[src/rtl/bidir_pkg.sv]
`default_nettype none
// +----------------------------------------------------------------------------+
// | Module : bidir_pkg                                                         |
// | Brief  : Shared types and widths for the half-duplex turnaround controller |
// | Rev    : 1.0                                                               |
// +----------------------------------------------------------------------------+
package bidir_pkg;

    localparam int TURN_CW       = 4;
    localparam int BEAT_CW       = 8;
    localparam int DEFAULT_WIDTH = 8;

    typedef enum logic [3:0] {
        ST_RX      = 4'b0001,
        ST_TURN_RT = 4'b0010,
        ST_TX      = 4'b0100,
        ST_TURN_TR = 4'b1000
    } state_t;

endpackage
`default_nettype wire

[src/rtl/bidir_turnaround_ctrl_if.sv]
`default_nettype none
// +----------------------------------------------------------------------------+
// | Module : bidir_turnaround_ctrl_if                                          |
// | Brief  : Local handshake and pad-side signals of the turnaround controller |
// | Rev    : 1.0                                                               |
// +----------------------------------------------------------------------------+
interface bidir_turnaround_ctrl_if #(
    parameter int WIDTH = bidir_pkg::DEFAULT_WIDTH
);
    logic             tx_valid;
    logic [WIDTH-1:0] tx_data;
    logic             tx_ready;
    logic             rem_req;
    logic             rx_valid;
    logic [WIDTH-1:0] rx_data;
    logic [WIDTH-1:0] pad_i;
    logic [WIDTH-1:0] pad_o;
    logic             pad_oe;
    logic             contention_err;

    modport slave (
        input  tx_valid, tx_data, rem_req, pad_i,
        output tx_ready, rx_valid, rx_data, pad_o, pad_oe, contention_err
    );

    modport master (
        output tx_valid, tx_data, rem_req, pad_i,
        input  tx_ready, rx_valid, rx_data, pad_o, pad_oe, contention_err
    );
endinterface
`default_nettype wire

[src/rtl/turn_timer.sv]
`default_nettype none
// +----------------------------------------------------------------------------+
// | Module : turn_timer                                                        |
// | Brief  : Dead-cycle counter; done on the TURN_CYCLES-th running cycle      |
// | Rev    : 1.0                                                               |
// +----------------------------------------------------------------------------+
module turn_timer
    import bidir_pkg::*;
#(
    parameter int TURN_CYCLES = 2
) (
    input  wire logic clk,
    input  wire logic rst_n,
    input  wire logic i_run,
    input  wire logic i_clr,
    output logic      o_done
);
    localparam logic [TURN_CW-1:0] c_last = TURN_CW'(TURN_CYCLES - 1);

    logic [TURN_CW-1:0] r_cnt;

    assign o_done = i_run && (r_cnt == c_last);

    // Self-clearing on completion so the next turnaround starts from zero.
    always_ff @(posedge clk or negedge rst_n) begin
        if (!rst_n) begin
            r_cnt <= '0;
        end else if (i_clr || o_done || !i_run) begin
            r_cnt <= '0;
        end else begin
            r_cnt <= r_cnt + 1'b1;
        end
    end
endmodule
`default_nettype wire

[src/rtl/bidir_turnaround_ctrl.sv]
`default_nettype none
// +----------------------------------------------------------------------------+
// | Module : bidir_turnaround_ctrl                                             |
// | Brief  : Half-duplex pad direction control with dead turnaround cycles.    |
// |          Optional pad contention checker: BIDIR_CONTENTION_DETECT_EN       |
// | Rev    : 1.0                                                               |
// +----------------------------------------------------------------------------+
module bidir_turnaround_ctrl
    import bidir_pkg::*;
#(
    parameter int WIDTH       = DEFAULT_WIDTH,
    parameter int TURN_CYCLES = 2,
    parameter int HOLD_MAX    = 16
) (
    input  wire logic               clk,
    input  wire logic               rst_n,
    bidir_turnaround_ctrl_if.slave  bus
);
    localparam logic [BEAT_CW-1:0] c_hold_max = BEAT_CW'(HOLD_MAX);

    state_t             r_state;
    logic [BEAT_CW-1:0] r_beat_cnt;
    logic [WIDTH-1:0]   r_pad_o;
    logic [WIDTH-1:0]   r_rx_data;
    logic               r_pad_oe;
    logic               r_rx_valid;

    logic w_turn_run;
    logic w_turn_done;
    logic w_abort;
    logic w_release;
    logic w_tx_ready;
    logic w_hs;

    assign w_turn_run = (r_state == ST_TURN_RT) || (r_state == ST_TURN_TR);
    assign w_abort    = (r_state == ST_TURN_RT) && bus.rem_req;
    assign w_release  = bus.rem_req && (r_beat_cnt >= c_hold_max);
    assign w_tx_ready = (r_state == ST_TX) && !w_release;
    assign w_hs       = w_tx_ready && bus.tx_valid;

    turn_timer #(
        .TURN_CYCLES (TURN_CYCLES)
    ) u_turn_timer (
        .clk    (clk),
        .rst_n  (rst_n),
        .i_run  (w_turn_run),
        .i_clr  (w_abort),
        .o_done (w_turn_done)
    );

    // pad_oe is written alongside every transition into/out of TX so it is a clean flop.
    always_ff @(posedge clk or negedge rst_n) begin
        if (!rst_n) begin
            r_state    <= ST_RX;
            r_pad_oe   <= 1'b0;
            r_pad_o    <= '0;
            r_rx_valid <= 1'b0;
            r_rx_data  <= '0;
            r_beat_cnt <= '0;
        end else begin
            r_rx_valid <= 1'b0;
            case (r_state)
                ST_RX: begin
                    r_rx_valid <= bus.rem_req;
                    r_rx_data  <= bus.pad_i;
                    if (bus.tx_valid && !bus.rem_req) begin
                        r_state <= ST_TURN_RT;
                    end
                end
                ST_TURN_RT: begin
                    if (bus.rem_req) begin
                        r_state <= ST_RX;
                    end else if (w_turn_done) begin
                        r_state    <= ST_TX;
                        r_pad_oe   <= 1'b1;
                        r_beat_cnt <= '0;
                    end
                end
                ST_TX: begin
                    if (w_hs) begin
                        r_pad_o <= bus.tx_data;
                        if (r_beat_cnt != '1) begin
                            r_beat_cnt <= r_beat_cnt + 1'b1;
                        end
                    end else begin
                        r_state  <= ST_TURN_TR;
                        r_pad_oe <= 1'b0;
                    end
                end
                ST_TURN_TR: begin
                    if (w_turn_done) begin
                        r_state <= ST_RX;
                    end
                end
                default: begin
                    r_state  <= ST_RX;
                    r_pad_oe <= 1'b0;
                end
            endcase
        end
    end

    assign bus.tx_ready = w_tx_ready;
    assign bus.pad_o    = r_pad_o;
    assign bus.pad_oe   = r_pad_oe;
    assign bus.rx_valid = r_rx_valid;
    assign bus.rx_data  = r_rx_data;

`ifdef BIDIR_CONTENTION_DETECT_EN
    logic r_tx_prev;
    logic r_contention;

    // The first TX cycle is skipped: the pad is still settling from high-Z.
    always_ff @(posedge clk or negedge rst_n) begin
        if (!rst_n) begin
            r_tx_prev    <= 1'b0;
            r_contention <= 1'b0;
        end else begin
            r_tx_prev <= (r_state == ST_TX);
            if ((r_state == ST_TX) && r_tx_prev && (bus.pad_i != r_pad_o)) begin
                r_contention <= 1'b1;
            end
        end
    end

    assign bus.contention_err = r_contention;
`else
    assign bus.contention_err = 1'b0;
`endif
endmodule
`default_nettype wire

[src/flat_wrapper.sv]
// flat-port wrapper written by rule: the top's interface ports become plain ports
module bidir_turnaround_ctrl_flat import bidir_pkg::*;
#(
    parameter int WIDTH       = DEFAULT_WIDTH,
    parameter int TURN_CYCLES = 2,
    parameter int HOLD_MAX    = 16
)
  (clk, rst_n, bus_tx_valid, bus_tx_data, bus_rem_req, bus_pad_i, bus_tx_ready, bus_rx_valid, bus_rx_data, bus_pad_o, bus_pad_oe, bus_contention_err);
  bidir_turnaround_ctrl_if #(.WIDTH(WIDTH)) bus_i ();
  input  wire logic clk;
  input  wire logic rst_n;
  input wire logic [$bits(bus_i.tx_valid)-1:0] bus_tx_valid;
  input wire logic [$bits(bus_i.tx_data)-1:0] bus_tx_data;
  input wire logic [$bits(bus_i.rem_req)-1:0] bus_rem_req;
  input wire logic [$bits(bus_i.pad_i)-1:0] bus_pad_i;
  output wire logic [$bits(bus_i.tx_ready)-1:0] bus_tx_ready;
  output wire logic [$bits(bus_i.rx_valid)-1:0] bus_rx_valid;
  output wire logic [$bits(bus_i.rx_data)-1:0] bus_rx_data;
  output wire logic [$bits(bus_i.pad_o)-1:0] bus_pad_o;
  output wire logic [$bits(bus_i.pad_oe)-1:0] bus_pad_oe;
  output wire logic [$bits(bus_i.contention_err)-1:0] bus_contention_err;
  assign bus_i.tx_valid = bus_tx_valid;
  assign bus_i.tx_data = bus_tx_data;
  assign bus_i.rem_req = bus_rem_req;
  assign bus_i.pad_i = bus_pad_i;
  assign bus_tx_ready = bus_i.tx_ready;
  assign bus_rx_valid = bus_i.rx_valid;
  assign bus_rx_data = bus_i.rx_data;
  assign bus_pad_o = bus_i.pad_o;
  assign bus_pad_oe = bus_i.pad_oe;
  assign bus_contention_err = bus_i.contention_err;
  bidir_turnaround_ctrl #(.WIDTH(WIDTH), .TURN_CYCLES(TURN_CYCLES), .HOLD_MAX(HOLD_MAX)) u_core (.clk(clk), .rst_n(rst_n), .bus(bus_i));
endmodule
[config.mk]
export PLATFORM = sky130hd
export DESIGN_NAME = bidir_turnaround_ctrl_flat
export DESIGN_NICKNAME = d
export VERILOG_FILES = /design/src/rtl/bidir_pkg.sv /design/src/rtl/bidir_turnaround_ctrl_if.sv /design/src/rtl/turn_timer.sv /design/src/rtl/bidir_turnaround_ctrl.sv /design/src/flat_wrapper.sv
export SDC_FILE = /design/constraint.sdc
export NUM_CORES = 1
export LEC_CHECK = 0
export BUFFER_PORTS_ARGS = -buffer_cell sky130_fd_sc_hd__buf_2
export CAP_MARGIN = 20
export CORE_MARGIN = 4
export CORE_UTILIZATION = 57
export DETAILED_ROUTE_END_ITERATION = 12
export PLACE_DENSITY = 0.81
export SETUP_SLACK_MARGIN = 0.1
export SLEW_MARGIN = 20
export SYNTH_ARGS = -nofsm -noshare
export SYNTH_HDL_FRONTEND = slang
export SYNTH_HIERARCHICAL = 1
export SYNTH_SLANG_ARGS = --single-unit
[constraint.sdc]
create_clock -name clk -period 5.6 [get_ports clk]
set_input_delay 1.12 -clock clk [delete_from_list [all_inputs] [get_ports clk]]
set_output_delay 1.12 -clock clk [all_outputs]
set_load 0.01 [all_outputs]
[Word level (Yosys, flattened, before mapping)]
Index checks and enable logic that the tools add are counted.
Cells by class
  $add $sub $neg: 2
  eq/ne operators: 14
  $lt $le $gt $ge: 1
  bitwise operators: 1
  muxes and demuxes: 17
  reduce and logical (&&, ||, !) cells: 18
Operators with widths (count)
  $mux 8: 4
  $mux 4: 6
  $pmux 4 s4: 1
  $pmux 8 s2: 1
  $ne 2x2->1 const B: 5
  $add 8x1->8 const B: 1
  $eq 4x1->1 const B: 2
  $ge 8x5->1 const B: 1
  $ne 8x8->1 const B: 1
  $reduce_and 4->1: 2
  $logic_and 1x1->1: 6
  $reduce_and 5->1: 1
  $add 4x1->4 const B: 1
  $eq 4x2->1 const B: 1
  $eq 4x3->1 const B: 1
  $eq 4x4->1 const B: 1
  $mux 1: 4
  $ne 2x1->1 const B: 2
  $logic_not 1->1: 3
  $logic_or 1x1->1: 3
  $ne 3x3->1 const B: 1
  $pmux 1 s3: 1
  $reduce_and 2->1: 1
  $reduce_bool 2->1: 1
  2 further kinds: 2
Word-level totals
  output and inout bits: 20
  register bits after elaboration: 34

[Depth between registers and ports, before layout]
  depth in word-level cells: 7
  mapped depth: 8
  mapped depth without buffers: 8

[Hierarchy]
Netlist, hierarchy kept.
By module, submodules not included
  bidir_turnaround_ctrl: cells an instance 154, instances 1, area each 1574.0 um2
  turn_timer: cells an instance 18, instances 1, area each 216.5 um2

[Worst setup path after synthesis]
Ideal clock, no wire load.
  path kind: input to output
  start point: input port bus_rem_req
  end point: output port bus_tx_ready
  setup slack: 3.078 ns
  arrival: 1.402 ns
  data required time: 4.480 ns
  cell stages on the path: 2
  buffers on the path: 0
  cell sequence: o41ai_4 -> and2_2
Between the ends
  word-level cells in the longest chain between the ends: 3
Ends and longest elaborated chain
  start: declaration: line flat_wrapper.sv:14  | input wire logic [$bits(bus_i.rem_req)-1:0] bus_rem_req;
  $logic_and 1x1->1: line bidir_turnaround_ctrl.sv:37  | assign w_release = bus.rem_req && (r_beat_cnt >= c_hold_max);
  $logic_not 1->1: line bidir_turnaround_ctrl.sv:38  | assign w_tx_ready = (r_state == ST_TX) && !w_release;
  $logic_and 1x1->1: line bidir_turnaround_ctrl.sv:38
  end: declaration: line flat_wrapper.sv:16  | output wire logic [$bits(bus_i.tx_ready)-1:0] bus_tx_ready;
No other way between the ends.

[Final worst setup path]
  start point: register u_core.r_state[2]
  end point: output port bus_tx_ready
Between the ends
  word-level cells in the longest chain between the ends: 2
Ends and longest elaborated chain
  start: declaration: line bidir_turnaround_ctrl.sv:21  | state_t r_state;
  start signal: assignment: line bidir_turnaround_ctrl.sv:54  | r_state <= ST_RX;
  start signal: assignment: line bidir_turnaround_ctrl.sv:67  | r_state <= ST_TURN_RT;
  start signal: assignment: line bidir_turnaround_ctrl.sv:72  | r_state <= ST_RX;
  $eq 4x3->1: line bidir_turnaround_ctrl.sv:38
  $logic_and 1x1->1: line bidir_turnaround_ctrl.sv:38
No other way between the ends.

==> report_table.html <==
<table>
<tr><th>Metric</th><th>Value</th></tr>
<tr><th colspan="2">STA</th></tr>
<tr><td>Unrepaired setup endpoints after global routing</td><td>false</td></tr>
<tr><td>Worst Hold Slack</td><td>between 0.4 and 0.5 ns</td></tr>
<tr><td>Worst relative slew slack</td><td>49.5%</td></tr>
<tr><td>Peak Freq</td><td>323 MHz</td></tr>
<tr><td>Count of final setup violators</td><td>0</td></tr>
<tr><td>Hold violation total from the final report</td><td>0</td></tr>
<tr><td>Ratio of final minimum period to clock period</td><td>55.3%</td></tr>
<tr><td>Slew Limit Fails</td><td>0</td></tr>
<tr><td>Final setup TNS</td><td>0 ns</td></tr>
<tr><td>Post-layout minimum cycle time</td><td>around 3.1 ns</td></tr>
<tr><td>Setup skew after layout</td><td>approximately 0.0083 ns</td></tr>
<tr><td>Slew at the pin closest to its max-slew limit</td><td>roughly 0.76 ns</td></tr>
<tr><th colspan="2">Global route</th></tr>
<tr><td>Overflow after GRT</td><td>0</td></tr>
<tr><td>Total routing usage reported by global routing</td><td>20.4%</td></tr>
<tr><td>Via count of the first global-routing pass</td><td>about 1400</td></tr>
<tr><td>Initial antenna violation count</td><td>0</td></tr>
<tr><td>Global-route wire length before repair</td><td>around 6500 um</td></tr>
<tr><td>Pin count of the biggest net entering global routing</td><td>35</td></tr>
<tr><th colspan="2">Floorplanning</th></tr>
<tr><td>Full die area</td><td>roughly 0.0041 mm2</td></tr>
<tr><td>Chip height</td><td>64.0 um</td></tr>
<tr><td>Top-Level Pins</td><td>40</td></tr>
<tr><td>Number of standard-cell rows in the floorplan</td><td>20</td></tr>
<tr><td>Starting Density</td><td>59.1%</td></tr>
<tr><td>Std-Cell Core Area</td><td>0.00303 mm2</td></tr>
<tr><td>Die extent in x</td><td>roughly 64 um</td></tr>
<tr><th colspan="2">CTS</th></tr>
<tr><td>Clock tree root buffer cell</td><td>sky130_fd_sc_hd__clkbuf_4</td></tr>
<tr><td>Clock net sink count</td><td>34</td></tr>
<tr><td>CTS-repair resized insts</td><td>0</td></tr>
<tr><td>Worst-case clock buffer depth</td><td>2</td></tr>
<tr><td>TritonCTS clock tree</td><td>built</td></tr>
<tr><td>Clock latency reported for the late side of the worst-skew pair</td><td>~0.33 ns</td></tr>
<tr><td># Post-CTS Setup Buffers</td><td>0</td></tr>
<tr><td>Clock slew at reported path FFs</td><td>0.10 ns</td></tr>
<tr><td>Clock buffers created by TritonCTS</td><td>5</td></tr>
<tr><td>H-tree levels</td><td>2</td></tr>
<tr><td>Hold bufs inserted after CTS</td><td>0</td></tr>
<tr><th colspan="2">Logic synthesis</th></tr>
<tr><td>Synth Warn #</td><td>6</td></tr>
<tr><td>Synth Cell Area</td><td>about 0.0018 mm2</td></tr>
<tr><td>Synthesized-area fraction occupied by and/or/nand/nor cells</td><td>21.3%</td></tr>
<tr><td>Most used flip-flop cell after synthesis</td><td>sky130_fd_sc_hd__dfrtp_1</td></tr>
<tr><td>Dominant combinational cell family by area after synthesis</td><td>simple AND/OR/NAND/NOR gates</td></tr>
<tr><td>Count of different cell masters after synthesis</td><td>53</td></tr>
<tr><td>Compound-Gate Fraction of Synth Area</td><td>about 16%</td></tr>
<tr><td>Multiplexer share of the synthesized area</td><td>5.59%</td></tr>
<tr><td>Number of enable flip-flop cells after synthesis</td><td>0</td></tr>
<tr><td>Cells after synthesis</td><td>172</td></tr>
<tr><td>Number of synthesized register bits</td><td>34</td></tr>
<tr><td>Net count of the mapped netlist</td><td>196</td></tr>
<tr><td>Fraction of the mapped netlist area in adder cells</td><td>2.80%</td></tr>
<tr><td>Xor and xnor area share after synthesis</td><td>under 10%</td></tr>
<tr><td>Share of the yosys chip area belonging to registers</td><td>a little under half</td></tr>
<tr><td>Asr flop ratio synth</td><td>100%</td></tr>
<tr><td>Average footprint of a synthesized cell</td><td>10.4 um2</td></tr>
<tr><th colspan="2">Detailed routing</th></tr>
<tr><td>Antenna-violating nets left</td><td>0</td></tr>
<tr><td>Overall routed net length</td><td>between 3000 and 4000 um</td></tr>
<tr><td>Drt wl/cell</td><td>15.1 um</td></tr>
<tr><td>DR DRC count</td><td>0</td></tr>
<tr><td>Average via count per standard cell</td><td>5.63</td></tr>
<tr><td>Via count</td><td>around 1400</td></tr>
<tr><td>Pre-antenna DRT Iters</td><td>4</td></tr>
<tr><td>DRC violation total after the first TritonRoute iteration</td><td>143</td></tr>
<tr><th colspan="2">Worst setup path</th></tr>
<tr><td>Largest driver fanout on the critical path</td><td>14</td></tr>
<tr><td>Origin of the worst setup path</td><td>u_core/r_state[2]</td></tr>
<tr><td>Required time of the critical path</td><td>4.48 ns</td></tr>
<tr><td>Endpoint type of the worst setup path</td><td>primary output</td></tr>
<tr><td>Startpoint of the worst-slack reg-to-reg timing path</td><td>u_core/r_state[1]</td></tr>
<tr><td>Arr. time, crit path</td><td>1.98 ns</td></tr>
<tr><td>Setup CP Type</td><td>reg -&gt; out</td></tr>
<tr><td>CP Launch Type</td><td>flip-flop</td></tr>
<tr><th colspan="2">Status</th></tr>
<tr><td>Status</td><td>complete, no violations</td></tr>
<tr><th colspan="2">Job</th></tr>
<tr><td>Number of max-cap violations</td><td>0</td></tr>
<tr><th colspan="2">Layout</th></tr>
<tr><td>Post-Layout Inst Area</td><td>about 0.0020 mm2</td></tr>
<tr><td>Synthesis-to-finish area growth</td><td>14.1%</td></tr>
<tr><td>Area of the multi-input gates</td><td>860 um2</td></tr>
<tr><td>Final #Nets</td><td>232</td></tr>
<tr><td>Count of filler cells inserted in the layout</td><td>263</td></tr>
<tr><td>Fraction of final layout cells sized beyond drive strength 1</td><td>30.1%</td></tr>
<tr><td>Flip-flop and latch area</td><td>852 um2</td></tr>
<tr><td>Number of antenna cells inserted</td><td>0</td></tr>
<tr><th colspan="2">Place</th></tr>
<tr><td>RePlAce Congestion</td><td>about 0.90</td></tr>
<tr><td>Dpl hpwl</td><td>2740 um</td></tr>
<tr><td>Buffers added on ports</td><td>38</td></tr>
<tr><td>Placed instance area</td><td>0.00198 mm2</td></tr>
<tr><th colspan="2">Power and ir drop</th></tr>
<tr><td>Leakage</td><td>0.959 nW</td></tr>
<tr><td>Worst VDD drop</td><td>0.268 mV</td></tr>
<tr><td>Power density normalized to cell area</td><td>342 mW/mm2</td></tr>
<tr><td>Overall Power</td><td>0.698 mW</td></tr>
<tr><th colspan="2">Worst hold path</th></tr>
<tr><td>Type of the most critical hold path</td><td>reg -&gt; reg</td></tr>
<tr><td>Startpoint of the lowest-slack hold path</td><td>u_core/bus.pad_o[7]</td></tr>
</table>
cells in the mapped netlist, types with 2 or more instances:
cell / n / area share (%)
sky130_fd_sc_hd__a21boi_0: 2 / 0.84
sky130_fd_sc_hd__buf_4: 2 / 0.84
sky130_fd_sc_hd__o21ai_1: 2 / 0.56
sky130_fd_sc_hd__xnor2_1: 3 / 1.5
sky130_fd_sc_hd__nor2b_1: 3 / 1.0
sky130_fd_sc_hd__and2_1: 2 / 0.70
sky130_fd_sc_hd__o211ai_1: 5 / 2.1
sky130_fd_sc_hd__mux2_2: 8 / 5.0
sky130_fd_sc_hd__buf_2: 4 / 1.1
sky130_fd_sc_hd__ha_1: 4 / 2.8
sky130_fd_sc_hd__o21ai_0: 4 / 1.1
sky130_fd_sc_hd__and3_1: 2 / 0.70
sky130_fd_sc_hd__clkbuf_1: 2 / 0.42
sky130_fd_sc_hd__nand2_1: 30 / 6.3
sky130_fd_sc_hd__a21oi_1: 3 / 0.84
sky130_fd_sc_hd__inv_1: 9 / 1.9
sky130_fd_sc_hd__nor3_1: 6 / 1.7
sky130_fd_sc_hd__dfrtp_1: 33 / 46
sky130_fd_sc_hd__nand3_1: 4 / 1.1
sky130_fd_sc_hd__nand2b_1: 3 / 1.0
sky130_fd_sc_hd__nor3b_1: 2 / 0.84
sky130_fd_sc_hd__nor2_1: 5 / 1.0
sky130_fd_sc_hd__a31oi_1: 4 / 1.4
worst paths after layout:
path / to / slack [ns] / depth (start not counted)
max: bus_tx_ready / 2.50 / 3
min: u_core/bus.pad_o[7] / 0.49 / 2
max reg2reg: u_core/r_beat_cnt[1] / 2.79 / 7
min reg2reg: u_core/bus.pad_o[7] / 0.49 / 2
max in group asynchronous: u_core/r_state[2] / 4.26 / 1
min in group asynchronous: u_core/u_turn_timer/r_cnt[3] / 0.85 / 1
critical path: stages, from the launching register on:
cell	delay, ns
sky130_fd_sc_hd__dfrtp_1	0.64
sky130_fd_sc_hd__nor4b_4	0.63
sky130_fd_sc_hd__and2_2	0.26
sky130_fd_sc_hd__buf_2	0.12
state kept, by name (all words and copies together) (netlist names):
register,count
u_core/bus.rx_data,8
u_core/bus.rx_valid,1
u_core/bus.pad_oe,1
u_core/bus.pad_o,8
u_core/r_state,4
u_core/u_turn_timer/r_cnt,4
u_core/r_beat_cnt,8
stage by stage:
stage | util, % | instances | setup slack, ns
floorplan | - | 172 | 3.08
global placement | 65.5 | 245 | 2.68
detailed placement | 65.5 | 245 | 2.58
CTS | 67.2 | 253 | 2.23
global route | 67.5 | 253 | 2.35
finish | 67.5 | 253 | 2.50
area by class of cell:
cell class,instances,share of cell area (%)
clock inverters,1,0.367
flip-flops and latches,34,41.7
well taps,44,2.69
multi-input cells,120,42.1
repair buffers,38,9.31
clock buffers,7,2.20
inverters,9,1.65
per-layer routing:
metal | part of all wire (%) | up-vias | GRT usage [%]
li1 | - | 674 | -
met1 | 42 | 715 | 25.4
met2 | 53 | 28 | 34.1
met3 | 3.5 | 7 | 4.39
met4 | 1.4 | 0 | 8.36
met5 | 0 | - | 0
cell usage in the layout (no fill, tap or decap), types with 2 or more instances in the layout:
master / n
sky130_fd_sc_hd__and2_1: 2
sky130_fd_sc_hd__a21boi_0: 2
sky130_fd_sc_hd__mux2_2: 8
sky130_fd_sc_hd__xnor2_1: 3
sky130_fd_sc_hd__clkbuf_1: 2
sky130_fd_sc_hd__nand2b_1: 3
sky130_fd_sc_hd__a21oi_1: 3
sky130_fd_sc_hd__nor2_1: 5
sky130_fd_sc_hd__nand2_1: 30
sky130_fd_sc_hd__o21ai_0: 4
sky130_fd_sc_hd__clkbuf_4: 5
sky130_fd_sc_hd__dfrtp_1: 33
sky130_fd_sc_hd__o211ai_1: 5
sky130_fd_sc_hd__nor2b_1: 3
sky130_fd_sc_hd__nand3_1: 4
sky130_fd_sc_hd__and3_1: 2
sky130_fd_sc_hd__buf_2: 38
sky130_fd_sc_hd__ha_1: 4
sky130_fd_sc_hd__nor3_1: 6
sky130_fd_sc_hd__o21ai_1: 2
sky130_fd_sc_hd__nor3b_1: 2
sky130_fd_sc_hd__a31oi_1: 4
sky130_fd_sc_hd__inv_1: 9
power by group:
part / leakage [nW] / total (mW) / switching [mW] / internal, mW
combinational: 0.486 / 0.212 / 0.105 / 0.107
sequential: 0.448 / 0.355 / 0.0560 / 0.299
clock: 0.0255 / 0.130 / 0.0808 / 0.0496
total: 0.959 / 0.698 / 0.242 / 0.456
cells by family after synthesis:
logic type / count (synthesis)
AO/OA/AOI/OAI: 32
XOR/XNOR: 4
adder cells (fa/ha/maj): 4
buffers and inverters: 18
flip-flops: 34
multiplexers: 9
other: 1
AND/OR/NAND/NOR: 70
Power figures use the tool's default switching activity.
